==> config.mk <==
export PLATFORM = sky130hd
export DESIGN_NAME = alu_op_sequencer
export DESIGN_NICKNAME = d
export VERILOG_FILES = /design/src/rtl/alu_op_sequencer_pkg.sv /design/src/rtl/alu_seq_wait_cnt.sv /design/src/rtl/alu_op_sequencer.sv
export SDC_FILE = /design/constraint.sdc
export NUM_CORES = 1
export LEC_CHECK = 0
export ABC_AREA = 0
export BUFFER_PORTS_ARGS = -buffer_cell sky130_fd_sc_hd__buf_4
export CAP_MARGIN = 20
export CORE_ASPECT_RATIO = 1.1
export CORE_MARGIN = 4
export CORE_UTILIZATION = 37
export DETAILED_ROUTE_END_ITERATION = 8
export HOLD_SLACK_MARGIN = 0.03
export PLACE_DENSITY = 0.59
export SLEW_MARGIN = 20
export SYNTH_ARGS = -nofsm -noshare
export SYNTH_HDL_FRONTEND = slang
export SYNTH_SLANG_ARGS = --single-unit
==> constraint.sdc <==
create_clock -name clk -period 2.5 [get_ports clk]
set_clock_uncertainty 0.15 [all_clocks]
set_input_delay 0.375 -clock clk [delete_from_list [all_inputs] [get_ports clk]]
set_output_delay 0.375 -clock clk [all_outputs]
set_load 0.02 [all_outputs]
==> src/rtl/alu_op_sequencer_pkg.sv <==
// Shared constants for the calculator ALU front-end: opcodes, datapath widths
// and the sequencer FSM state encoding.
package calc_pkg;

  localparam int OPND_W = 10;
  localparam int RES_W  = 14;

  localparam logic [2:0] OP_ADD = 3'b000;
  localparam logic [2:0] OP_SUB = 3'b001;
  localparam logic [2:0] OP_MUL = 3'b010;
  localparam logic [2:0] OP_DIV = 3'b011;
  localparam logic [2:0] OP_POW = 3'b100;

  localparam logic [1:0] ST_IDLE = 2'd0;
  localparam logic [1:0] ST_WAIT = 2'd1;
  localparam logic [1:0] ST_DONE = 2'd2;

endpackage

==> src/rtl/alu_seq_wait_cnt.sv <==
// Loadable down-counter timing the ALU settle window; done is high during the
// last enabled cycle of the window.
module alu_seq_wait_cnt #(
  parameter int CNT_W = 4
) (
  input  logic             clk,
  input  logic             rst_n,
  input  logic             load,
  input  logic [CNT_W-1:0] load_val,
  input  logic             en,
  output logic             done
);

  logic [CNT_W-1:0] count;

  always_ff @(posedge clk or negedge rst_n) begin
    if (!rst_n) begin
      count <= '0;
    end else if (load) begin
      count <= load_val;
    end else if (en && (count != '0)) begin
      count <= count - 1'b1;
    end
  end

  assign done = en && (count == CNT_W'(1));

endmodule

==> src/rtl/alu_op_sequencer.sv <==
// Command/response sequencer driving the calculator ALU; POW runs as repeated MUL.
// Optional statistics counters: define ALU_OP_SEQUENCER_STATS_EN.
module alu_op_sequencer
  import calc_pkg::*;
#(
  parameter int SETTLE_CYCLES = 1,
  parameter int MAX_EXP       = 15
) (
  input  logic              clk,
  input  logic              rst_n,
  input  logic              cmd_valid,
  output logic              cmd_ready,
  input  logic [OPND_W-1:0] cmd_a,
  input  logic [OPND_W-1:0] cmd_b,
  input  logic [2:0]        cmd_op,
  output logic              rsp_valid,
  input  logic              rsp_ready,
  output logic [RES_W-1:0]  rsp_result,
  output logic              rsp_err,
  output logic [OPND_W-1:0] alu_a,
  output logic [OPND_W-1:0] alu_b,
  output logic [2:0]        alu_op,
  input  logic [RES_W-1:0]  alu_out,
  output logic              busy
`ifdef ALU_OP_SEQUENCER_STATS_EN
  ,
  output logic [15:0]       op_count,
  output logic [15:0]       err_count
`endif
);

  localparam logic [3:0]        SETTLE_V  = 4'(SETTLE_CYCLES);
  localparam logic [OPND_W-1:0] MAX_EXP_V = OPND_W'(MAX_EXP);

  logic [1:0]        state;
  logic [OPND_W-1:0] iter;
  logic              is_pow;
  logic              accept;
  logic              rsp_fire;
  logic              sample;
  logic              pow_more;
  logic              load_wait;
  logic              imm;
  logic              imm_err;
  logic [RES_W-1:0]  imm_res;

  assign accept    = cmd_valid && cmd_ready;
  assign rsp_fire  = rsp_valid && rsp_ready;
  assign busy      = (state != ST_IDLE);
  assign pow_more  = is_pow && (iter != OPND_W'(1)) && (alu_out <= RES_W'(1023));
  assign load_wait = (accept && !imm) || (sample && pow_more);

  // Commands answered without touching the ALU
  always_comb begin
    imm     = 1'b0;
    imm_err = 1'b0;
    imm_res = '0;
    case (cmd_op)
      OP_ADD, OP_SUB, OP_MUL: ;
      OP_DIV: begin
        if (cmd_b == '0) begin
          imm     = 1'b1;
          imm_err = 1'b1;
        end
      end
      OP_POW: begin
        if (cmd_b > MAX_EXP_V) begin
          imm     = 1'b1;
          imm_err = 1'b1;
        end else if (cmd_b == '0) begin
          imm     = 1'b1;
          imm_res = RES_W'(1);
        end else if (cmd_b == OPND_W'(1)) begin
          imm     = 1'b1;
          imm_res = RES_W'(cmd_a);
        end
      end
      default: begin
        imm     = 1'b1;
        imm_err = 1'b1;
      end
    endcase
  end

  alu_seq_wait_cnt #(.CNT_W(4)) u_wait (
    .clk      (clk),
    .rst_n    (rst_n),
    .load     (load_wait),
    .load_val (SETTLE_V),
    .en       (state == ST_WAIT),
    .done     (sample)
  );

  always_ff @(posedge clk or negedge rst_n) begin
    if (!rst_n) begin
      state      <= ST_IDLE;
      cmd_ready  <= 1'b0;
      rsp_valid  <= 1'b0;
      rsp_result <= '0;
      rsp_err    <= 1'b0;
      alu_a      <= '0;
      alu_b      <= '0;
      alu_op     <= '0;
      iter       <= '0;
      is_pow     <= 1'b0;
    end else begin
      cmd_ready <= ((state == ST_IDLE) && !accept) || ((state == ST_DONE) && rsp_fire);
      case (state)
        ST_IDLE: begin
          if (accept) begin
            if (imm) begin
              state      <= ST_DONE;
              rsp_valid  <= 1'b1;
              rsp_result <= imm_res;
              rsp_err    <= imm_err;
            end else begin
              state  <= ST_WAIT;
              alu_a  <= cmd_a;
              alu_b  <= (cmd_op == OP_POW) ? cmd_a : cmd_b;
              alu_op <= (cmd_op == OP_POW) ? OP_MUL : cmd_op;
              is_pow <= (cmd_op == OP_POW);
              iter   <= cmd_b - 1'b1;
            end
          end
        end
        ST_WAIT: begin
          if (sample) begin
            if (is_pow) begin
              iter <= iter - 1'b1;
              if (iter == OPND_W'(1)) begin
                state      <= ST_DONE;
                rsp_valid  <= 1'b1;
                rsp_result <= alu_out;
                rsp_err    <= 1'b0;
              end else if (alu_out > RES_W'(1023)) begin
                state      <= ST_DONE;
                rsp_valid  <= 1'b1;
                rsp_result <= '0;
                rsp_err    <= 1'b1;
              end else begin
                alu_a <= alu_out[OPND_W-1:0];
              end
            end else begin
              state      <= ST_DONE;
              rsp_valid  <= 1'b1;
              rsp_result <= alu_out;
              rsp_err    <= 1'b0;
            end
          end
        end
        ST_DONE: begin
          if (rsp_fire) begin
            state     <= ST_IDLE;
            rsp_valid <= 1'b0;
          end
        end
        default: state <= ST_IDLE;
      endcase
    end
  end

`ifdef ALU_OP_SEQUENCER_STATS_EN
  always_ff @(posedge clk or negedge rst_n) begin
    if (!rst_n) begin
      op_count  <= '0;
      err_count <= '0;
    end else if (rsp_fire) begin
      if (op_count != 16'hFFFF) op_count <= op_count + 1'b1;
      if (rsp_err && (err_count != 16'hFFFF)) err_count <= err_count + 1'b1;
    end
  end
`endif

endmodule

# == Word level (Yosys, flattened, before mapping) ==
# Index checks and enable logic that the tools add are counted.
# classes
addsub,3
eq_ne,19
n_mux,56
n_reduce_logical,29
bitwise_logic,1
magnitude_cmp,3
# op_table
op,count
$mux W10,15
$mux W14,6
$pmux W10 S2,2
$pmux W14 S2,1
$eq A10 B1 Y1 const B,2
$sub A10 B1 Y10 const B,2
$mux W1,17
$ne A2 B2 Y1 const B,8
$gt A14 B10 Y1 const B,1
$le A14 B10 Y1 const B,1
$mux W2,7
$gt A10 B4 Y1 const B,1
$logic_and A1 B1 Y1,10
$logic_not A10 Y1,1
$ne A10 B1 Y1 const B,1
$reduce_and A5 Y1,2
$pmux W1 S3,3
$mux W4,2
$reduce_and A7 Y1,1
$eq A3 B2 Y1 const B,2
$pmux W2 S3,1
$reduce_and A6 Y1,1
$reduce_bool A2 Y1,3
$eq A4 B1 Y1 const B,1
other kinds (18),20
# word_totals
out_inout_bits,41
wordCells,122
register_bits,57

# == Logic depth before layout (Yosys ltp) ==
# Gate-level depths: netlist of run 1.
# logic_depth
word_depth,9
ltp_mapped,9
mapped_depth_nobuf,7

# == Hierarchy ==
# From an unflattened synthesis of run 1, not the netlist that was laid out.
# unflattened
hier_cells,334
area_unflattened_um2,3259.4
# by_module_without_submodules
mod,n_inst,area_per_inst_um2,cells_each
alu_op_sequencer,1,2992.9,304
alu_seq_wait_cnt,1,266.5,30

# == Worst setup path before layout of run 1 ==
# OpenSTA, ideal clock, no wires.
# synth_timing
path_kind,register to register
start,reg iter[1]
end,reg rsp_result[0]
path_slack_ns,0.067
path_stages_with_launch,9
t_required_ns,2.225
setup_ns,0.125
path_buffers,1
arrival_ns,2.158
path_cell_list,dfrtp_1 > inv_1 > ha_1 > or4b_1 > o31a_1 > a21o_1 > a21oi_2 > buf_6 > mux2_4
# synth_via
elab_chain_len,5
# synth_lines
item,line,text
"start, declared",alu_op_sequencer.sv:36,logic [OPND_W-1:0] iter;
"start signal, assigned",alu_op_sequencer.sv:122,iter <= cmd_b - 1'b1;
"start signal, assigned",alu_op_sequencer.sv:129,iter <= iter - 1'b1;
$eq A10 B1 Y1 *,alu_op_sequencer.sv:130,if (iter == OPND_W'(1)) begin
$mux W14,alu_op_sequencer.sv:130,
$mux W14,alu_op_sequencer.sv:128,if (is_pow) begin
$mux W14,alu_op_sequencer.sv:127,if (sample) begin
$pmux W14 S2,alu_op_sequencer.sv:108,case (state)
"end signal, assigned",alu_op_sequencer.sv:114,rsp_result <= imm_res;
"end signal, assigned",alu_op_sequencer.sv:133,rsp_result <= alu_out;
"end signal, assigned",alu_op_sequencer.sv:146,rsp_result <= alu_out;
"end, declared",alu_op_sequencer.sv:18,"output logic [RES_W-1:0] rsp_result,"
# Mark *: on every way between the ends. The rest lies on a longest branch, timed or not. The select of a mux whose other input is x is not followed.
# A chain may end at the register's enable or synchronous reset.

# == Worst setup path after layout of run 1 ==
# layout_timing
start,reg iter[0]
end,reg rsp_result[9]
# The elaborated chain is that of the path after synthesis.

==> impl.org, run 1 <==
** Synthesis
- Count of cell types in the netlist :: 55
- Gate Count Post-Synth :: around 330
- Register bit total from synthesis :: 57
- Of the synthesized area, sequential elements account for 0.4321.
- After synthesis, the share of flip-flops with an asynchronous set or reset is 1.000.
- Most area-hungry cell type in the Yosys netlist :: dfrtp_1
- In this run the cell area of the synthesized design comes to between 0.003 and 0.004 sq mm.
- In the synthesized netlist the dominant register cell turns out to be dfrtp_1.
- Synth top area cells :: dfrtp_1, mux2_2, nand2_1, mux2_4, ha_1
- Mean post-synth cell area :: around 10 sq um
- Yosys warning count :: 0
- Fraction of post-synthesis cell area in the top cell type by area :: 0.4321
- When the netlist entered floorplanning its net count stood at roughly 380.
- Counting flops with a built-in enable in the synthesized netlist gives 0.

** Finish
- Once layout is complete, the utilization of the core stands at 0.5311.
- Antenna diodes :: 0
- Number of cells in the finished layout apart from fillers :: 550
- Total of fill cells in the finished design :: roughly 800
- Relative area change from synthesis to final layout :: 37.41%
- Of the cells placed in the final design, the portion with a size suffix greater than 1 is 0.4146.
- # nets final :: just under 500
- Leading cell type in the layout, fill and taps excluded :: buf_4
- Highest-count cells in the layout ignoring fill and taps :: buf_4, dfrtp_1, nand2_1, mux2_2, nor2_1

** Pwr
- Max VDD drop :: a little under 500 uV
- P per Cell Area :: ~1100 mW/mm^2
- Lkg Pwr :: approximately 2.2 nW

** GRT
- GRT Residual Overflow :: 0
- The initial antenna violation count is 0.
- Number of global-route vias before repair :: between 3000 and 4000
- First-pass GRT wire length :: roughly 16 mm
- All-Layer GR Usage :: 0.1908
- Maximum number of pins on one net before global-route repair :: slightly below 60

** Clock tree
- TritonCTS clock tree :: done
- Count of H-tree levels built during CTS :: 3
- CTS placed an instance of clkbuf_8 at the clock tree root.
- TritonCTS created 9 clock buffers.
- CTS saw 57 sinks.
- At the later pin of the worst-skew pair, clock insertion delay measures 0.34 ns.
- Clock-pin slew was measured on the worst setup and hold paths at 0.07 ns.
- Maximum number of buffers from clock root to sink :: 2

** Critical path
- The critical path in this run is classified as reg -> reg.
- Nature of the critical path startpoint :: flop
- STA classifies the critical path endpoint as a flop.
- Data on the critical path is required at its endpoint by around 2.6 ns.
- Arrival time worst endpoint :: 2.57 ns
- Of all nets on the critical path, the largest fanout is 5.

** STA
- Subtracting the final worst setup slack from the clock period gives roughly 2.5 ns.
- Share of the clock period used by the worst path :: 0.9992
- The final max-slew violation count came to 0.
- Setup repair after global routing could not meet its margin everywhere.
- The worst pin sits at a relative slew slack of 0.5013.
- Upper clock frequency limit :: about 400 MHz
- Worst Max-Slew Pin Slew :: ~0.75 ns
- Setup violations remaining at the end of the flow were counted as 0.
- Final count of hold timing violations :: 0

** Drt
- Starting DRC count in detailed routing :: about 110
- The routed layout has 2890 vias.
- Average via count per standard cell :: approximately 5.3
- Total DRC errors in the routed layout :: 0
- The routed design has 9.455 mm of wire.
- Before antenna repair, the detailed router went through 4 iterations.
- In this run the remaining antenna-violating nets after routing total 0.
- DR WL/cell :: 17.19 um

** Run status
- Run status :: finished, final reports clean

** Floorplan
- Overall die width :: about 100 um
- Die Ht :: ~110 um
- In this run the standard cell core region covers approximately 0.0085 sq mm.
- Site row count :: 35
- The die covers ~0.010 sq mm.
- Starting Density :: 0.3865
- 82 I/O pins were placed.

** Min path
- The path class of the tightest hold or removal check is in -> reg.

** Place
- Input and output buffers added on the ports amount to 81.
- Counting tap cells, the placed design contains a total of roughly 530 instances.
- Detailed placement finished with a half-perimeter wire length of around 7 mm.
- Routability-driven placement finished with a final weighted congestion of ~0.83.

** Job
- Max-capacitance violation count :: 0
-- registers in the layout (all words and copies together), names as in the netlist --
| register | count |
|---|---|
| alu_a | 10 |
| alu_b | 10 |
| alu_op | 3 |
| rsp_result | 14 |
| is_pow | 1 |
| state | 2 |
| u_wait.count | 4 |
| iter | 10 |
| rsp_err | 1 |
| rsp_valid | 1 |
| cmd_ready | 1 |
-- where the power goes --
part           switching, mW  internal (mW)  total (mW)
Sequential             0.312           1.33        1.64
Clock                  0.424          0.468       0.893
Combinational           1.35           1.31        2.66
Total                   2.09           3.10        5.19
-- metal layers --
metal,track usage,vias up,part of all wire
met2,0.3127,67,0.48
met5,0,-,0
met1,0.2556,1412,0.47
li1,-,1404,-
met4,0.04451,0,0.0097
met3,0.04489,7,0.048
-- per-stage QoR --
stage	cell area, sq um	TNS, ns	hold WS (ns)	total power [mW]	worst slack (ns)
after detailed placement	4218	-0.03304	0.3274	4.168	-0.009015
after global routing	4536	-0.8811	0.1080	5.581	-0.07854
after CTS	4436	-0.008096	0.1062	5.089	-0.007590
after floorplan	3301	0	-0.07059	3.094	0.06718
final	4536	0	0.1163	5.194	0.001947
after global placement	4218	0	0.3227	4.123	0.02794
-- layout make-up --
class | count | area [sq um] | area share
Sequential cell | 57 | 1426 | 0.3145
Tap cell | 111 | 138.9 | 0.03062
Clock buffer | 9 | 123.9 | 0.02731
Clock inverter | 7 | 77.57 | 0.01710
Timing Repair Buffer | 112 | 875.8 | 0.1931
Inverter | 11 | 41.29 | 0.009103
Multi-Input combinational cell | 243 | 1852 | 0.4083
-- synth_stat cells (all sizes together), types with 2 or more instances --
| cell | count |
|---|---|
| dfrtp | 57 |
| nand2 | 50 |
| mux2 | 40 |
| nor2 | 20 |
| a21oi | 11 |
| clkbuf | 11 |
| inv | 11 |
| nand3 | 10 |
| o2bb2ai | 9 |
| ha | 8 |
| o21ai | 8 |
| xnor2 | 7 |
| a22o | 6 |
| a31oi | 6 |
| nor4 | 6 |
| and3 | 5 |
| a21o | 4 |
| a32o | 4 |
| buf | 4 |
| o22ai | 4 |
| o31ai | 4 |
| nand4 | 3 |
| o211ai | 3 |
| or3 | 3 |
| or4 | 3 |
| xor2 | 3 |
| a211o | 2 |
| and2 | 2 |
| nand2b | 2 |
| nor3b | 2 |
-- worst max-delay path, stage by stage, from the launching register on --
cell and delay, ns:
dfrtp_1 0.44, ha_4 0.15, or4b_4 0.44, o31a_1 0.31, a21o_1 0.22, a21oi_4 0.22, buf_6 0.16, mux2_4 0.29
-- worst paths after layout --
check | startpoint | endpoint | slack, ns | depth (start not counted)
worst max-delay path | iter[0]$_DFFE_PN0P_ | rsp_result[9]$_DFFE_PN0P_ | 0.002 | 7
worst min-delay path | alu_out[10] | rsp_result[10]$_DFFE_PN0P_ | 0.12 | 2
worst max register to register | iter[0]$_DFFE_PN0P_ | rsp_result[9]$_DFFE_PN0P_ | 0.002 | 7
worst min register to register | alu_op[2]$_DFFE_PN0P_ | alu_op[2]$_DFFE_PN0P_ | 0.34 | 1
max in group asynchronous | rst_n | alu_a[9]$_DFFE_PN0P_ | 1.21 | 2
min in group asynchronous | rst_n | alu_op[2]$_DFFE_PN0P_ | 0.47 | 2
-- timing repair --
| action | in CTS | in global routing |
|---|---|---|
| endpoints found under the hold margin | 57 | 0 |
| hold buffers | 1 | 0 |
| endpoints found under the setup margin | 10 | 33 |
| pin swaps | 1 | 3 |
| setup buffers | 0 | 2 |
| resized for setup | 1 | 20 |
-- cell families (layout without fill, tap and decap cells) --
logic type | after synthesis | in the layout | share of synthesized area
adders and majority gates | 8 | 8 | 0.03033
AOI/OAI and AO/OA | 70 | 70 | 0.1539
xor gates and xnor gates | 10 | 10 | 0.02654
DFF | 57 | 57 | 0.4321
buffers and inverters | 26 | 139 | 0.03449
and+or+nand+nor | 114 | 114 | 0.1729
muxes | 41 | 41 | 0.1497
Note: power is estimated with default switching activity, not from simulation.
==> run 2, diff against run 1 <==
--- a/config.mk
+++ b/config.mk
@@ -14,6 +14,7 @@
 export DETAILED_ROUTE_END_ITERATION = 8
 export HOLD_SLACK_MARGIN = 0.03
 export PLACE_DENSITY = 0.59
+export SETUP_SLACK_MARGIN = 0.02
 export SLEW_MARGIN = 20
 export SYNTH_ARGS = -nofsm -noshare
 export SYNTH_HDL_FRONTEND = slang
==> run 2 against run 1 <==
- sequential share of layout area is 0.26 points higher
- critical endpoint is now alu_a[7]$_DFFE_PN0P_
- largest power group unchanged
- highest routed layer unchanged
- wire length shrank 0.30%
- final cell count unchanged
==> impl.org, run 2 (synthesized netlist as in run 1, its figures left out) <==
** Clock tree
- Clk root buf :: clkbuf_8 (unchanged)
- The count of clock tree sinks came to 57 (unchanged).
- CTS Buf Count :: 9 (unchanged)
- Count of H-tree levels built during CTS :: 3 (unchanged)
- Clock-pin slew on the worst setup and hold paths :: 0.07 ns (about the same)
- The worst-case clock buffer depth is 2 (unchanged).
- Clock latency on the worst-skew pair :: 0.34 ns (about the same)
- TritonCTS clock tree :: done (unchanged)

** Finish
- Final core utilization :: 0.5267 (was 0.5311)
- The register name with the most flops is rsp_result (unchanged).
- The count of inserted antenna diode cells is 0 (unchanged).
- Flip-flop count of the largest register after layout :: 14 (unchanged)
- Final non-filler cell area :: 0.004498 sq mm (was 0.004536 sq mm)
- The post-synthesis to final-layout area growth was 36.28% (was 37.41%).
- The share of final-layout standard cells stronger than drive strength 1 came to 0.4146 (unchanged).
- The number of nets in the finished design is 483 (unchanged).
- Highest-count cells in the layout ignoring fill and taps: buf_4, dfrtp_1, nand2_1, mux2_2, nor2_1 (unchanged).
- The most common cell after layout, fill and taps aside was buf_4 (unchanged).

** Pwr
- Part of the power in registers :: 0.319 (was 0.316)
- Combinational group share of total power :: 0.506 (was 0.512)
- Reported net switching power :: 2.080 mW (was 2.092 mW)
- The internal cell power came to 3.042 mW (was 3.102 mW).
- The maximum ir drop on the vdd rail is 487.8 uV (was 492.4 uV).
- The leakage power was 2.112 nW (was 2.161 nW).
- The total power per unit cell area is 1139 mW/mm^2 (was 1145 mW/mm^2).
- Net Sw Frac :: 0.4060 (was 0.4027)
- The clock network fraction of total power came to 0.175 (was 0.172).

** GRT
- Maximum number of pins on one net before global-route repair :: 58 (unchanged)
- All-Layer GR Usage :: 0.1907 (was 0.1908)
- The sum of overflow across all layers after global routing came to 0 (unchanged).
- First-pass GRT wire length :: 15.96 mm (was 15.97 mm)
- The via count of the first global-routing pass was 3072 (was 3068).
- Number of antenna violations at the first check in global routing :: 0 (unchanged)

** Drt
- Remaining number of nets flagged by the antenna check after routing :: 0 (unchanged)
- The total detailed-routing wirelength came to 9.427 mm (was 9.455 mm).
- The number of iterations in the first detailed-routing pass was 4 (unchanged).
- The number of remaining DRC errors came to 0 (unchanged).
- The via count of the routed design came to 2905 (was 2890).
- The iteration-0 DRC count of the detailed router came to 98 (was 109).
- Average via count per standard cell :: 5.282 (was 5.255)
- DR WL/cell :: 17.14 um (was 17.19 um)

** Floorplan
- I/O Pins :: 82 (unchanged)
- Floorplan die area :: 0.01050 sq mm (unchanged)
- Starting Density :: 0.3865 (unchanged)
- The placeable core area was 0.008539 sq mm (unchanged).
- Site row count :: 35 (unchanged)
- The die width came to 98.06 um (unchanged).
- Die Ht :: 107.1 um (unchanged)

** Critical path
- The type of the setup path with the least slack is reg -> reg (unchanged).
- Largest fanout of any net on the critical path :: 10 (was 5)
- Worst setup slack for register-to-register paths :: 0.07 ns (was 0.002 ns)
- The category of the worst setup path launch point is a flop (unchanged).
- The required time of the critical path came to 2.58 ns (about the same).
- Arrival time worst endpoint :: 2.51 ns (was 2.57 ns)
- Kind of end point of the critical path :: flop (unchanged)

** Min path
- Hold Path Class :: in -> reg (unchanged)

** STA
- Unrepaired setup endpoints after global routing :: true (unchanged)
- Worst Max-Slew Pin Slew :: 0.7397 ns (was 0.7480 ns)
- Slew headroom :: 0.5069 (was 0.5013)
- Number of setup violations in the final report :: 0 (unchanged)
- The hold violation total from the final report was 0 (unchanged).
- The final max-slew violation count was 0 (unchanged).
- Post-layout min period :: 2.430 ns (was 2.498 ns)
- Share of the clock period used by the worst path :: 0.9720 (was 0.9992)
- Upper clock frequency limit :: 411.5 MHz (was 400.3 MHz)

** Place
- Number of port buffers :: 81 (unchanged)
- Sum of net half-perimeters after detailed placement :: 6.988 mm (unchanged)
- The final weighted congestion in routability-driven placement was 0.8295 (unchanged).
- Instance area after placement :: 0.004218 sq mm (unchanged)

** Run status
- Run status :: finished, final reports clean (unchanged)

** Job
- Max-capacitance violation count :: 0 (unchanged)
[run 2: layout make-up]
class	instances	area [sq um]
Fill cell	802	4041
Multi-Input combinational cell	243	1814
Sequential cell	57	1426
Timing Repair Buffer	112	875.8
Tap cell	111	138.9
Clock buffer	9	123.9
Clock inverter	7	77.57
Inverter	11	41.29
[run 2: routing by layer]
layer,up-vias,track usage,wire length (um)
met5,-,0,0
met4,0,0.04451,92
met3,8,0.04489,500
met2,72,0.3137,4497
met1,1420,0.2544,4337
li1,1405,-,-
[run 2: final timing paths]
path	from	to	cells past startpoint
min reg2reg	alu_op[2]$_DFFE_PN0P_	alu_op[2]$_DFFE_PN0P_	1
min	alu_out[10]	rsp_result[10]$_DFFE_PN0P_	2
min in group asynchronous	rst_n	alu_op[2]$_DFFE_PN0P_	2
max	iter[1]$_DFFE_PN0P_	alu_a[7]$_DFFE_PN0P_	8
max in group asynchronous	rst_n	alu_a[9]$_DFFE_PN0P_	2
max reg2reg	iter[1]$_DFFE_PN0P_	alu_a[7]$_DFFE_PN0P_	8
[run 2: repair_timing]
item / CTS / global route
setup buffers: 0 / 2
pin swaps: 2 / 0
hold buffers: 1 / 0
endpoints found under the hold margin: 57 / 0
gates resized for setup: 4 / 7
endpoints found under the setup margin: 13 / 33
[run 2: worst max-delay path: stages (launching register included)]
cell and delay (ns):
dfrtp_1 0.40, inv_2 0.08, ha_4 0.11, or4b_4 0.44
o31a_1 0.28, a21o_1 0.22, nand3b_1 0.15, buf_12 0.15
mux2_2 0.34
[run 2: power by group through the flow]
stage,Sequential (mW),Clock (mW),Combinational (mW)
2_1_floorplan,1.93,0,1.17
3_3_place_gp,1.62,0,2.50
3_5_place_dp,1.63,0,2.54
4_1_cts,1.62,0.915,2.57
5_1_grt,1.70,0.968,2.84
6_report,1.64,0.896,2.59
[run 2: per-stage QoR]
step / setup slack, ns / TNS [ns] / total power [mW] / hold slack (ns) / cells
CTS: 0.04303 / 0 / 5.107 / 0.1062 / 548
global placement: 0.02794 / 0 / 4.123 / 0.3227 / 531
detailed placement: -0.009015 / -0.03304 / 4.168 / 0.3274 / 531
finish: 0.07011 / 0 / 5.122 / 0.1106 / 550
global route: -0.008374 / -0.04473 / 5.508 / 0.1080 / 550
floorplan: 0.06718 / 0 / 3.094 / -0.07059 / 326
